==> config.mk <==
export PLATFORM = sky130hd
export DESIGN_NAME = phy_rx_fifo_flat
export DESIGN_NICKNAME = d
export VERILOG_FILES = /design/src/rtl/phy_rx_fifo_pkg.sv /design/src/rtl/phy_rx_fifo_if.sv /design/src/rtl/mem_2p.sv /design/src/rtl/phy_rx_fifo.sv /design/src/flat_wrapper.sv
export SDC_FILE = /design/constraint.sdc
export NUM_CORES = 1
export LEC_CHECK = 0
export ABC_AREA = 1
export BUFFER_PORTS_ARGS = -buffer_cell sky130_fd_sc_hd__buf_2
export CAP_MARGIN = 20
export CORE_AREA = 2 2 176 135
export CTS_BUF_LIST = sky130_fd_sc_hd__clkbuf_16
export DETAILED_ROUTE_END_ITERATION = 10
export DIE_AREA = 0 0 178 137
export PLACE_DENSITY = 0.82
export SLEW_MARGIN = 15
export SYNTH_ARGS = -nofsm -noshare
export SYNTH_HDL_FRONTEND = slang
export SYNTH_SLANG_ARGS = --single-unit
==> constraint.sdc <==
create_clock -name clk_f -period 4.2 [get_ports clk_f]
set_clock_uncertainty 0.2 [all_clocks]
set_input_delay 0.21 -clock clk_f [delete_from_list [all_inputs] [get_ports clk_f]]
set_output_delay 0.21 -clock clk_f [all_outputs]
set_load 0.02 [all_outputs]
==> src/rtl/phy_rx_fifo_pkg.sv <==
// Shared widths and helpers for the phy receive FIFO, so phy and FIFO agree on word size and depth.
package phy_rx_fifo_pkg;

    localparam int DATA_WIDTH_DEF = 32;
    localparam int ADDR_WIDTH_DEF = 3;

    // Encoding is {push_accepted, pop_accepted}, so the pair casts directly.
    typedef enum logic [1:0] {
        OP_IDLE = 2'b00,
        OP_POP  = 2'b01,
        OP_PUSH = 2'b10,
        OP_BOTH = 2'b11
    } fifo_op_e;

    function automatic int depth_of(input int addr_width);
        return 1 << addr_width;
    endfunction

endpackage

==> src/rtl/phy_rx_fifo_if.sv <==
// Push/pop/status bundle between phy, the receive FIFO and the link-layer consumer.
interface phy_rx_fifo_if
    import phy_rx_fifo_pkg::*;
#(
    parameter int DATA_WIDTH = DATA_WIDTH_DEF,
    parameter int ADDR_WIDTH = ADDR_WIDTH_DEF
);
    logic [DATA_WIDTH-1:0] data_final;
    logic                  valid_final;
    logic                  pop;
    logic [ADDR_WIDTH:0]   umbral_alto;
    logic [ADDR_WIDTH:0]   umbral_bajo;
    logic [DATA_WIDTH-1:0] data_out;
    logic                  valid_out;
    logic [ADDR_WIDTH:0]   count;
    logic                  fifo_empty;
    logic                  fifo_full;
    logic                  almost_empty;
    logic                  almost_full;
    logic                  error_overflow;

    modport master (
        output data_final, valid_final, pop, umbral_alto, umbral_bajo,
        input  data_out, valid_out, count, fifo_empty, fifo_full,
               almost_empty, almost_full, error_overflow
    );

    modport slave (
        input  data_final, valid_final, pop, umbral_alto, umbral_bajo,
        output data_out, valid_out, count, fifo_empty, fifo_full,
               almost_empty, almost_full, error_overflow
    );
endinterface

==> src/rtl/mem_2p.sv <==
// DEPTH x DATA_WIDTH register file: one synchronous write port, one synchronous read port.
module mem_2p
    import phy_rx_fifo_pkg::*;
#(
    parameter int DATA_WIDTH = DATA_WIDTH_DEF,
    parameter int ADDR_WIDTH = ADDR_WIDTH_DEF
) (
    input  logic                  clk,
    input  logic                  we,
    input  logic [ADDR_WIDTH-1:0] waddr,
    input  logic [DATA_WIDTH-1:0] wdata,
    input  logic                  re,
    input  logic [ADDR_WIDTH-1:0] raddr,
    output logic [DATA_WIDTH-1:0] rdata
);
    localparam int DEPTH = depth_of(ADDR_WIDTH);

    logic [DATA_WIDTH-1:0] mem [DEPTH];

    // NOTE: storage has no reset so it maps onto plain flops/RAM; the owner tracks which words are valid.
    // A read and write to the same address in one cycle returns the old word.
    always_ff @(posedge clk) begin
        if (we) mem[waddr] <= wdata;
        if (re) rdata <= mem[raddr];
    end
endmodule

==> src/rtl/phy_rx_fifo.sv <==
// Receive buffer behind phy: pointers, occupancy, threshold flags and sticky overflow around mem_2p.
module phy_rx_fifo
    import phy_rx_fifo_pkg::*;
#(
    parameter int DATA_WIDTH = DATA_WIDTH_DEF,
    parameter int ADDR_WIDTH = ADDR_WIDTH_DEF
) (
    input logic         clk_f,
    input logic         reset,
    phy_rx_fifo_if.slave bus
);
    localparam logic [ADDR_WIDTH:0] DEPTH = (ADDR_WIDTH+1)'(depth_of(ADDR_WIDTH));

    logic [ADDR_WIDTH-1:0] wr_ptr;
    logic [ADDR_WIDTH-1:0] rd_ptr;
    logic [ADDR_WIDTH:0]   count_q;
    logic                  valid_q;
    logic                  overflow_q;
    logic                  rd_loaded;
    logic [DATA_WIDTH-1:0] rdata;
    logic                  push_acc;
    logic                  pop_acc;
    fifo_op_e              op;

    // NOTE: every combinational output gets a value before any condition, so no latch is inferred.
    always_comb begin
        pop_acc  = 1'b0;
        push_acc = 1'b0;
        if (bus.pop && count_q != '0) pop_acc = 1'b1;
        // A pop in the same cycle frees the slot, so a full FIFO still takes the word.
        if (bus.valid_final && (count_q != DEPTH || pop_acc)) push_acc = 1'b1;
        op = fifo_op_e'({push_acc, pop_acc});
    end

    // NOTE: state registers use non-blocking assignments so every flop samples pre-edge values.
    always_ff @(posedge clk_f or posedge reset) begin
        if (reset) begin
            wr_ptr     <= '0;
            rd_ptr     <= '0;
            count_q    <= '0;
            valid_q    <= 1'b0;
            overflow_q <= 1'b0;
            rd_loaded  <= 1'b0;
        end else begin
            if (push_acc) wr_ptr <= wr_ptr + 1'b1;
            if (pop_acc)  rd_ptr <= rd_ptr + 1'b1;
            case (op)
                OP_PUSH: count_q <= count_q + 1'b1;
                OP_POP:  count_q <= count_q - 1'b1;
                default: ;
            endcase
            valid_q <= pop_acc;
            if (pop_acc) rd_loaded <= 1'b1;
            if (bus.valid_final && !push_acc) overflow_q <= 1'b1;
        end
    end

    mem_2p #(
        .DATA_WIDTH(DATA_WIDTH),
        .ADDR_WIDTH(ADDR_WIDTH)
    ) u_mem (
        .clk   (clk_f),
        .we    (push_acc),
        .waddr (wr_ptr),
        .wdata (bus.data_final),
        .re    (pop_acc),
        .raddr (rd_ptr),
        .rdata (rdata)
    );

    // The read register is not reset; until the first pop after reset data_out reads as zero.
    assign bus.data_out       = rd_loaded ? rdata : '0;
    assign bus.valid_out      = valid_q;
    assign bus.count          = count_q;
    assign bus.fifo_empty     = (count_q == '0);
    assign bus.fifo_full      = (count_q == DEPTH);
    assign bus.almost_empty   = (count_q <= bus.umbral_bajo);
    assign bus.almost_full    = (count_q >= bus.umbral_alto);
    assign bus.error_overflow = overflow_q;
endmodule

==> src/flat_wrapper.sv <==
// flat-port wrapper written by rule: the top's interface ports become plain ports
module phy_rx_fifo_flat import phy_rx_fifo_pkg::*;
#(
    parameter int DATA_WIDTH = DATA_WIDTH_DEF,
    parameter int ADDR_WIDTH = ADDR_WIDTH_DEF
)
  (clk_f, reset, bus_data_final, bus_valid_final, bus_pop, bus_umbral_alto, bus_umbral_bajo, bus_data_out, bus_valid_out, bus_count, bus_fifo_empty, bus_fifo_full, bus_almost_empty, bus_almost_full, bus_error_overflow);
  phy_rx_fifo_if #(.DATA_WIDTH(DATA_WIDTH), .ADDR_WIDTH(ADDR_WIDTH)) bus_i ();
  input logic clk_f;
  input logic reset;
  input wire logic [$bits(bus_i.data_final)-1:0] bus_data_final;
  input wire logic [$bits(bus_i.valid_final)-1:0] bus_valid_final;
  input wire logic [$bits(bus_i.pop)-1:0] bus_pop;
  input wire logic [$bits(bus_i.umbral_alto)-1:0] bus_umbral_alto;
  input wire logic [$bits(bus_i.umbral_bajo)-1:0] bus_umbral_bajo;
  output wire logic [$bits(bus_i.data_out)-1:0] bus_data_out;
  output wire logic [$bits(bus_i.valid_out)-1:0] bus_valid_out;
  output wire logic [$bits(bus_i.count)-1:0] bus_count;
  output wire logic [$bits(bus_i.fifo_empty)-1:0] bus_fifo_empty;
  output wire logic [$bits(bus_i.fifo_full)-1:0] bus_fifo_full;
  output wire logic [$bits(bus_i.almost_empty)-1:0] bus_almost_empty;
  output wire logic [$bits(bus_i.almost_full)-1:0] bus_almost_full;
  output wire logic [$bits(bus_i.error_overflow)-1:0] bus_error_overflow;
  assign bus_i.data_final = bus_data_final;
  assign bus_i.valid_final = bus_valid_final;
  assign bus_i.pop = bus_pop;
  assign bus_i.umbral_alto = bus_umbral_alto;
  assign bus_i.umbral_bajo = bus_umbral_bajo;
  assign bus_data_out = bus_i.data_out;
  assign bus_valid_out = bus_i.valid_out;
  assign bus_count = bus_i.count;
  assign bus_fifo_empty = bus_i.fifo_empty;
  assign bus_fifo_full = bus_i.fifo_full;
  assign bus_almost_empty = bus_i.almost_empty;
  assign bus_almost_full = bus_i.almost_full;
  assign bus_error_overflow = bus_i.error_overflow;
  phy_rx_fifo #(.DATA_WIDTH(DATA_WIDTH), .ADDR_WIDTH(ADDR_WIDTH)) u_core (.clk_f(clk_f), .reset(reset), .bus(bus_i));
endmodule
## After elaboration in Yosys (flattened, before gate mapping)

Memories as Yosys holds them, arrays and structs flattened. A register that Yosys moved wholly into a read port is not among the register bits.
Index checks and enable logic that the tools add are counted.

| storage, ports and cells | value |
|---|---|
| register bits after elaboration | 13 |
| memory bits (writable) | 256 |
| input bits | 44 |
| logic and storage cells | 31 |
| memories kept | 1 |

| operators by class | value |
|---|---|
| $add $sub $neg | 4 |
| $lt $le $gt $ge | 2 |
| equality and inequality tests | 4 |
| muxes and demuxes | 6 |
| reductions and logical operators | 8 |

Memory list:

| name | depth | bits a word | read ports | clocked after memory_dff | wr ports | RTL line | source |
|---|---|---|---|---|---|---|---|
| u_core.u_mem.mem | 8 | 32 | 1 | 1 | 1 | mem_2p.sv:18 | `logic [DATA_WIDTH-1:0] mem [DEPTH];` |

Operators with widths:

| operator | number |
|---|---|
| $mux W32 | 1 |
| $pmux W4 S2 | 1 |
| $add A3 B1 Y3 const B | 2 |
| $add A4 B1 Y4 const B | 1 |
| $eq A4 B4 Y1 const B | 1 |
| $ge A4 B4 Y1 | 1 |
| $le A4 B4 Y1 | 1 |
| $logic_not A4 Y1 | 1 |
| $mux W1 | 4 |
| $ne A4 B4 Y1 const B | 1 |
| $reduce_bool A4 Y1 | 1 |
| $sub A4 B1 Y4 const B | 1 |
| $logic_and A1 B1 Y1 | 3 |
| $eq A2 B1 Y1 const B | 1 |
| $eq A2 B2 Y1 const B | 1 |
| $reduce_bool A2 Y1 | 1 |
| $logic_not A1 Y1 | 1 |
| $logic_or A1 B1 Y1 | 1 |

## Logic depth before layout (Yosys ltp)

| depth | value |
|---|---|
| word-level depth | 8 |
| depth in mapped cells | 14 |
| gate-level depth less buffers | 14 |

## Hierarchy

Synthesis repeated with hierarchy kept, for this count alone.

| unflattened totals | value |
|---|---|
| cells, all modules | 1321 |
| area total of the unflattened synthesis | 13336.5 µm² |

By module, submodules not included:

| module | instances | cells an instance | area an instance (µm²) |
|---|---|---|---|
| mem_2p | 1 | 1156 | 12192.9 |
| phy_rx_fifo | 1 | 165 | 1143.6 |

## Worst setup path after synthesis

Ideal clock, no wire load.

| timing | value |
|---|---|
| path type | register to register |
| from | register u_core.count_q[1], in the netlist u_core.bus.count[1] |
| to | memory u_core.u_mem.mem[3][0] in the netlist's numbering (enable) |
| setup time | 468 ps |
| data arrival time | 3525 ps |
| required time | 3532 ps |
| setup slack | 7 ps |
| cell stages (with the launch flop) | 7 |
| buffers on the path | 0 |
| period minus slack after synthesis | 4193 ps |
| path through | dfrtp_1 -> nor2_1 -> nand3_1 -> inv_1 -> nand2_1 -> nand2_1 -> nor3b_1 |

| on the way | value |
|---|---|
| cells in the longest elaborated chain, start to end | 8 |

Ends and longest elaborated chain:

| item | RTL line | source |
|---|---|---|
| start, declared | phy_rx_fifo.sv:16 | `logic [ADDR_WIDTH:0] count_q;` |
| start signal, assigned | phy_rx_fifo.sv:48 | `OP_PUSH: count_q <= count_q + 1'b1;` |
| start signal, assigned | phy_rx_fifo.sv:49 | `OP_POP: count_q <= count_q - 1'b1;` |
| $reduce_bool A4 Y1 | phy_rx_fifo.sv:29 | `if (bus.pop && count_q != '0) pop_acc = 1'b1;` |
| $logic_and A1 B1 Y1 | phy_rx_fifo.sv:29 |  |
| $mux W1 | phy_rx_fifo.sv:29 |  |
| $logic_or A1 B1 Y1 * | phy_rx_fifo.sv:31 | `if (bus.valid_final && (count_q != DEPTH \|\| pop_acc)) push_acc = 1'b1;` |
| $logic_and A1 B1 Y1 * | phy_rx_fifo.sv:31 |  |
| $mux W1 * | phy_rx_fifo.sv:31 |  |
| $mux W1 * | mem_2p.sv:23 | `if (we) mem[waddr] <= wdata;` |
| $mux W1 (implied by the code) * | mem_2p.sv:23 |  |
| end, declared | mem_2p.sv:18 |  |

Every way passes the cells marked *; elsewhere a longest branch is shown, timed or not.

## Worst setup path after layout

| timing | value |
|---|---|
| from | register u_core.count_q[1], in the netlist u_core.bus.count[1] |
| to | register u_core.count_q[3], in the netlist u_core.bus.count[3] |

| on the way | value |
|---|---|
| cells in the longest elaborated chain, start to end | 8 |

Ends and longest elaborated chain:

| item | RTL line | source |
|---|---|---|
| $reduce_bool A4 Y1 * | phy_rx_fifo.sv:29 |  |
| $logic_and A1 B1 Y1 * | phy_rx_fifo.sv:29 |  |
| $mux W1 * | phy_rx_fifo.sv:29 |  |
| named net u_core.pop_acc | phy_rx_fifo.sv:22 | `logic pop_acc;` |
| $logic_or A1 B1 Y1 | phy_rx_fifo.sv:31 |  |
| $logic_and A1 B1 Y1 | phy_rx_fifo.sv:31 |  |
| $mux W1 | phy_rx_fifo.sv:31 |  |
| $eq A2 B1 Y1 / $eq A2 B2 Y1 (equally long branches) | phy_rx_fifo.sv:47 | `case (op)` |
| $pmux W4 S2 / $reduce_bool A2 Y1 (equally long branches) | -- |  |

Mark *: on every way through the listed nets, which the timed path passes. The rest lies on a longest branch.
A chain may end at the register's enable or synchronous reset.

==> impl_results.md <==
- RSZ-0062 raised after global routing: no
- Maximum number of pins on one net before global-route repair: 96
- Yosys reg bits: 301
- VDD IR-drop max: 0.576 mV
- First-pass GRT wire length: 39400 um
- # IOs: 86
- Final ANT Viol Nets: 0
- NetSw: 3.39 mW
- Die W: 178 um
- Total number of yosys warnings: 0
- Fin Setup TNS: 0 ns
- Dpl cells: 1277
- Total CTS buffers: 27
- Setup-failing EPs final: 0
- Die Ht: 137 um
- Area grow syn2layout: 15.6%
- Crit start category: flop
- DRC violations left: 0
- Clock-pin slew on the worst setup and hold paths: 0.06 ns
- Final HPWL DP: 13500 um
- Unique masters post-synth: 34
- Slowest cell on crit path: inv_2
- Main area contributors after synthesis: edfxtp_1 72%, nand2_1 4.6%, o21ai_0 4.4%, nor2_1 4.3%, dfrtp_1 2.7%
- Initial DRC Count: 800
- Post-DR vias/cell: 5.52
- PostCTS Resize Cnt: 0
- Req. time, crit path: 4.42 ns
- Hold WC Path Type: in -> async
- Initial antenna violation count: 0
- Sequential share of power: 44.9%
- Fin. Hold Viols: 0
- Syn_area_per_cell: 13.0 um2
- Clock Tree Buf Depth: 3
- R2r worst-path depth: 13
- Buffers & Inverters on Critical Path: 3
- Crit path max-delay family: buffers and inverters
- Vias in the first global route: 7343
- Most frequent cells in the layout: 288 x edfxtp_1, 147 x nand2_1, 133 x nor2_1
- Switching share of power: 35.3%
- Max FO, Critical Path: 37
- Critical path class: reg -> reg
- Drt pass-1 iters: 6
- Worst endpoint data arrival time: 3.11 ns
- Gate power share: 30.6%
- Max-cap violations: 0
- Mapped Nets: 986
- Mapped Cells: 929
- Final Util: 61.7%
- GPL Wtd Cong: 0.840
- Final slew viol count: 0
- Most common cell after layout, fill and taps aside: edfxtp_1
- Antenna diode count: 0
- Crit path largest cell delay: 0.67 ns
- Starting Density: 53.4%
- Peak Freq: 0.347 GHz
- Clk network pwr share: 24.5%
- Final WL: 25100 um
- Fin crit share: 68.7%
- Cell count along the critical path: 13
- Post-route minimum period: 2.88 ns
- Layout Cells excl Fill: 1363
- Core area: 22600 um2
- P_leak: 5.32 nW
- Site row count: 48
- Slew at the pin closest to its max-slew limit: 1.11 ns
- Share of cells above drive strength 1: 14.2%
- Crit path cell chain: nor2_1 > nand2_2 > nand2_4 > inv_2 > nand2_2 > inv_1 > ha_1 > a21oi_1 > nand3_1 > nand2_1 > nand3_1 > nand2_1 > inv_1
- Crit end category: flop
- Synthesized area: 12100 um2
- Clock sinks: 301
- Worst relative slew slack: 26.0%
- Internal power: 6.21 mW
- Status: finished clean
- Synth top area share: 71.6%
- Via count: 7519
- Final Net Count: 1099
- Setup bufs post-CTS: 0
- Global-route usage over all layers: 21.1%
- CTS tree: built
- Overflow after GRT: 0
- Power density cells: 687 nW/um2
- H-tree Lvls: 1
- WL per Instance: 18.4 um
- Number of port buffers: 85
- Die area: 24400 um2
- Worst-Skew Late Latency: 0.54 ns
- Largest area contributor in the netlist: edfxtp_1
- Register area share after synthesis: 74.3%
- Root Buffer: clkbuf_16
[flip-flops by register name, indices dropped and copies added (netlist names)]
register,cells
u_core.bus.error_overflow,1
u_core.bus.valid_out,1
u_core.u_mem.rdata,32
u_core.bus.count,4
u_core.rd_ptr,3
u_core.u_mem.mem,256
u_core.wr_ptr,3
u_core.rd_loaded,1
[final timing paths]
kind                                            from                   endpoint  slack [ns]
max in group asynchronous                      reset           u_core.rd_ptr[0]        3.31
min reg2reg                u_core.bus.error_overflow  u_core.bus.error_overflow        0.30
max                              u_core.bus.count[1]        u_core.bus.count[3]        1.32
max reg2reg                      u_core.bus.count[1]        u_core.bus.count[3]        1.32
min                                            reset           u_core.wr_ptr[2]        0.08
min in group clk_f                bus_data_final[26]    u_core.u_mem.mem[5][26]        0.28
[worst reg2reg max path, delay by kind of cell (launching register included)]
family                     cells  cell delay, ns
AOI/OAI and AO/OA              1            0.20
DFF                            1            0.48
buffers and inverters          3            0.84
adders and majority gates      1            0.27
and+or+nand+nor                8            0.80
[timing repair]
item | in CTS | in global routing
endpoints found under the hold margin | 274 | 0
setup endpoints to repair | 0 | 0
hold buffers | 35 | 0
[per-layer routing]
| layer | routed length [um] | track usage (%) |
|---|---|---|
| met5 | 0 | 0 |
| met4 | 549 | 5.51 |
| met3 | 1690 | 3.36 |
| met2 | 12300 | 35.6 |
| met1 | 10600 | 28.8 |
[Yosys cell counts, drive strengths merged]
cell type and instances:
edfxtp 288, nand2 150, nor2 137, o21ai 131, inv 54, mux2i 32
o22ai 32, clkbuf 27, buf 22, dfrtp 13, ha 12, nand3 9
a21oi 6, xor2 4, nor3b 3, clkinv 1, fa 1, nand3b 1
nand4 1, nor3 1, o211ai 1, o21bai 1, or2 1, xnor2 1
[cell type report]
type	count	area (um2)
flip-flops and latches	301	8980
fillers	1653	8680
multi-input cells	524	2670
repair buffers	133	898
clock buffers	27	676
well taps	300	375
inverters	55	206
clock inverters	23	161
[power groups by stage]
stage / Sequential, mW / Combinational [mW] / Clock [mW]
final: 4.31 / 2.94 / 2.35
after global routing: 4.36 / 3.29 / 2.49
after CTS: 4.30 / 2.93 / 2.37
after detailed placement: 4.36 / 2.88 / 0
after global placement: 4.34 / 2.79 / 0
after floorplan: 4.18 / 2.24 / 0
[cell families after synthesis]
kind of cell    share of synthesized area, %
buf+inv                                 4.05
fa+ha+maj                               1.41
xor+xnor                               0.362
mux                                     2.65
flops                                   74.3
simple gates                            9.79
compound gates                          7.46
[through the flow]
step                      hold WS, ns  total power, mW  area, um2  setup slack, ns
after floorplan                -0.113             6.42      12100          0.00726
after global placement         0.0915             7.13      12800             1.46
after detailed placement       0.0881             7.24      12800             1.36
after CTS                      0.0792             9.60      13900             1.35
after global routing            0.128             10.1      14000             1.06
final                          0.0760             9.60      14000             1.32
(Power assumes the default switching activity.)
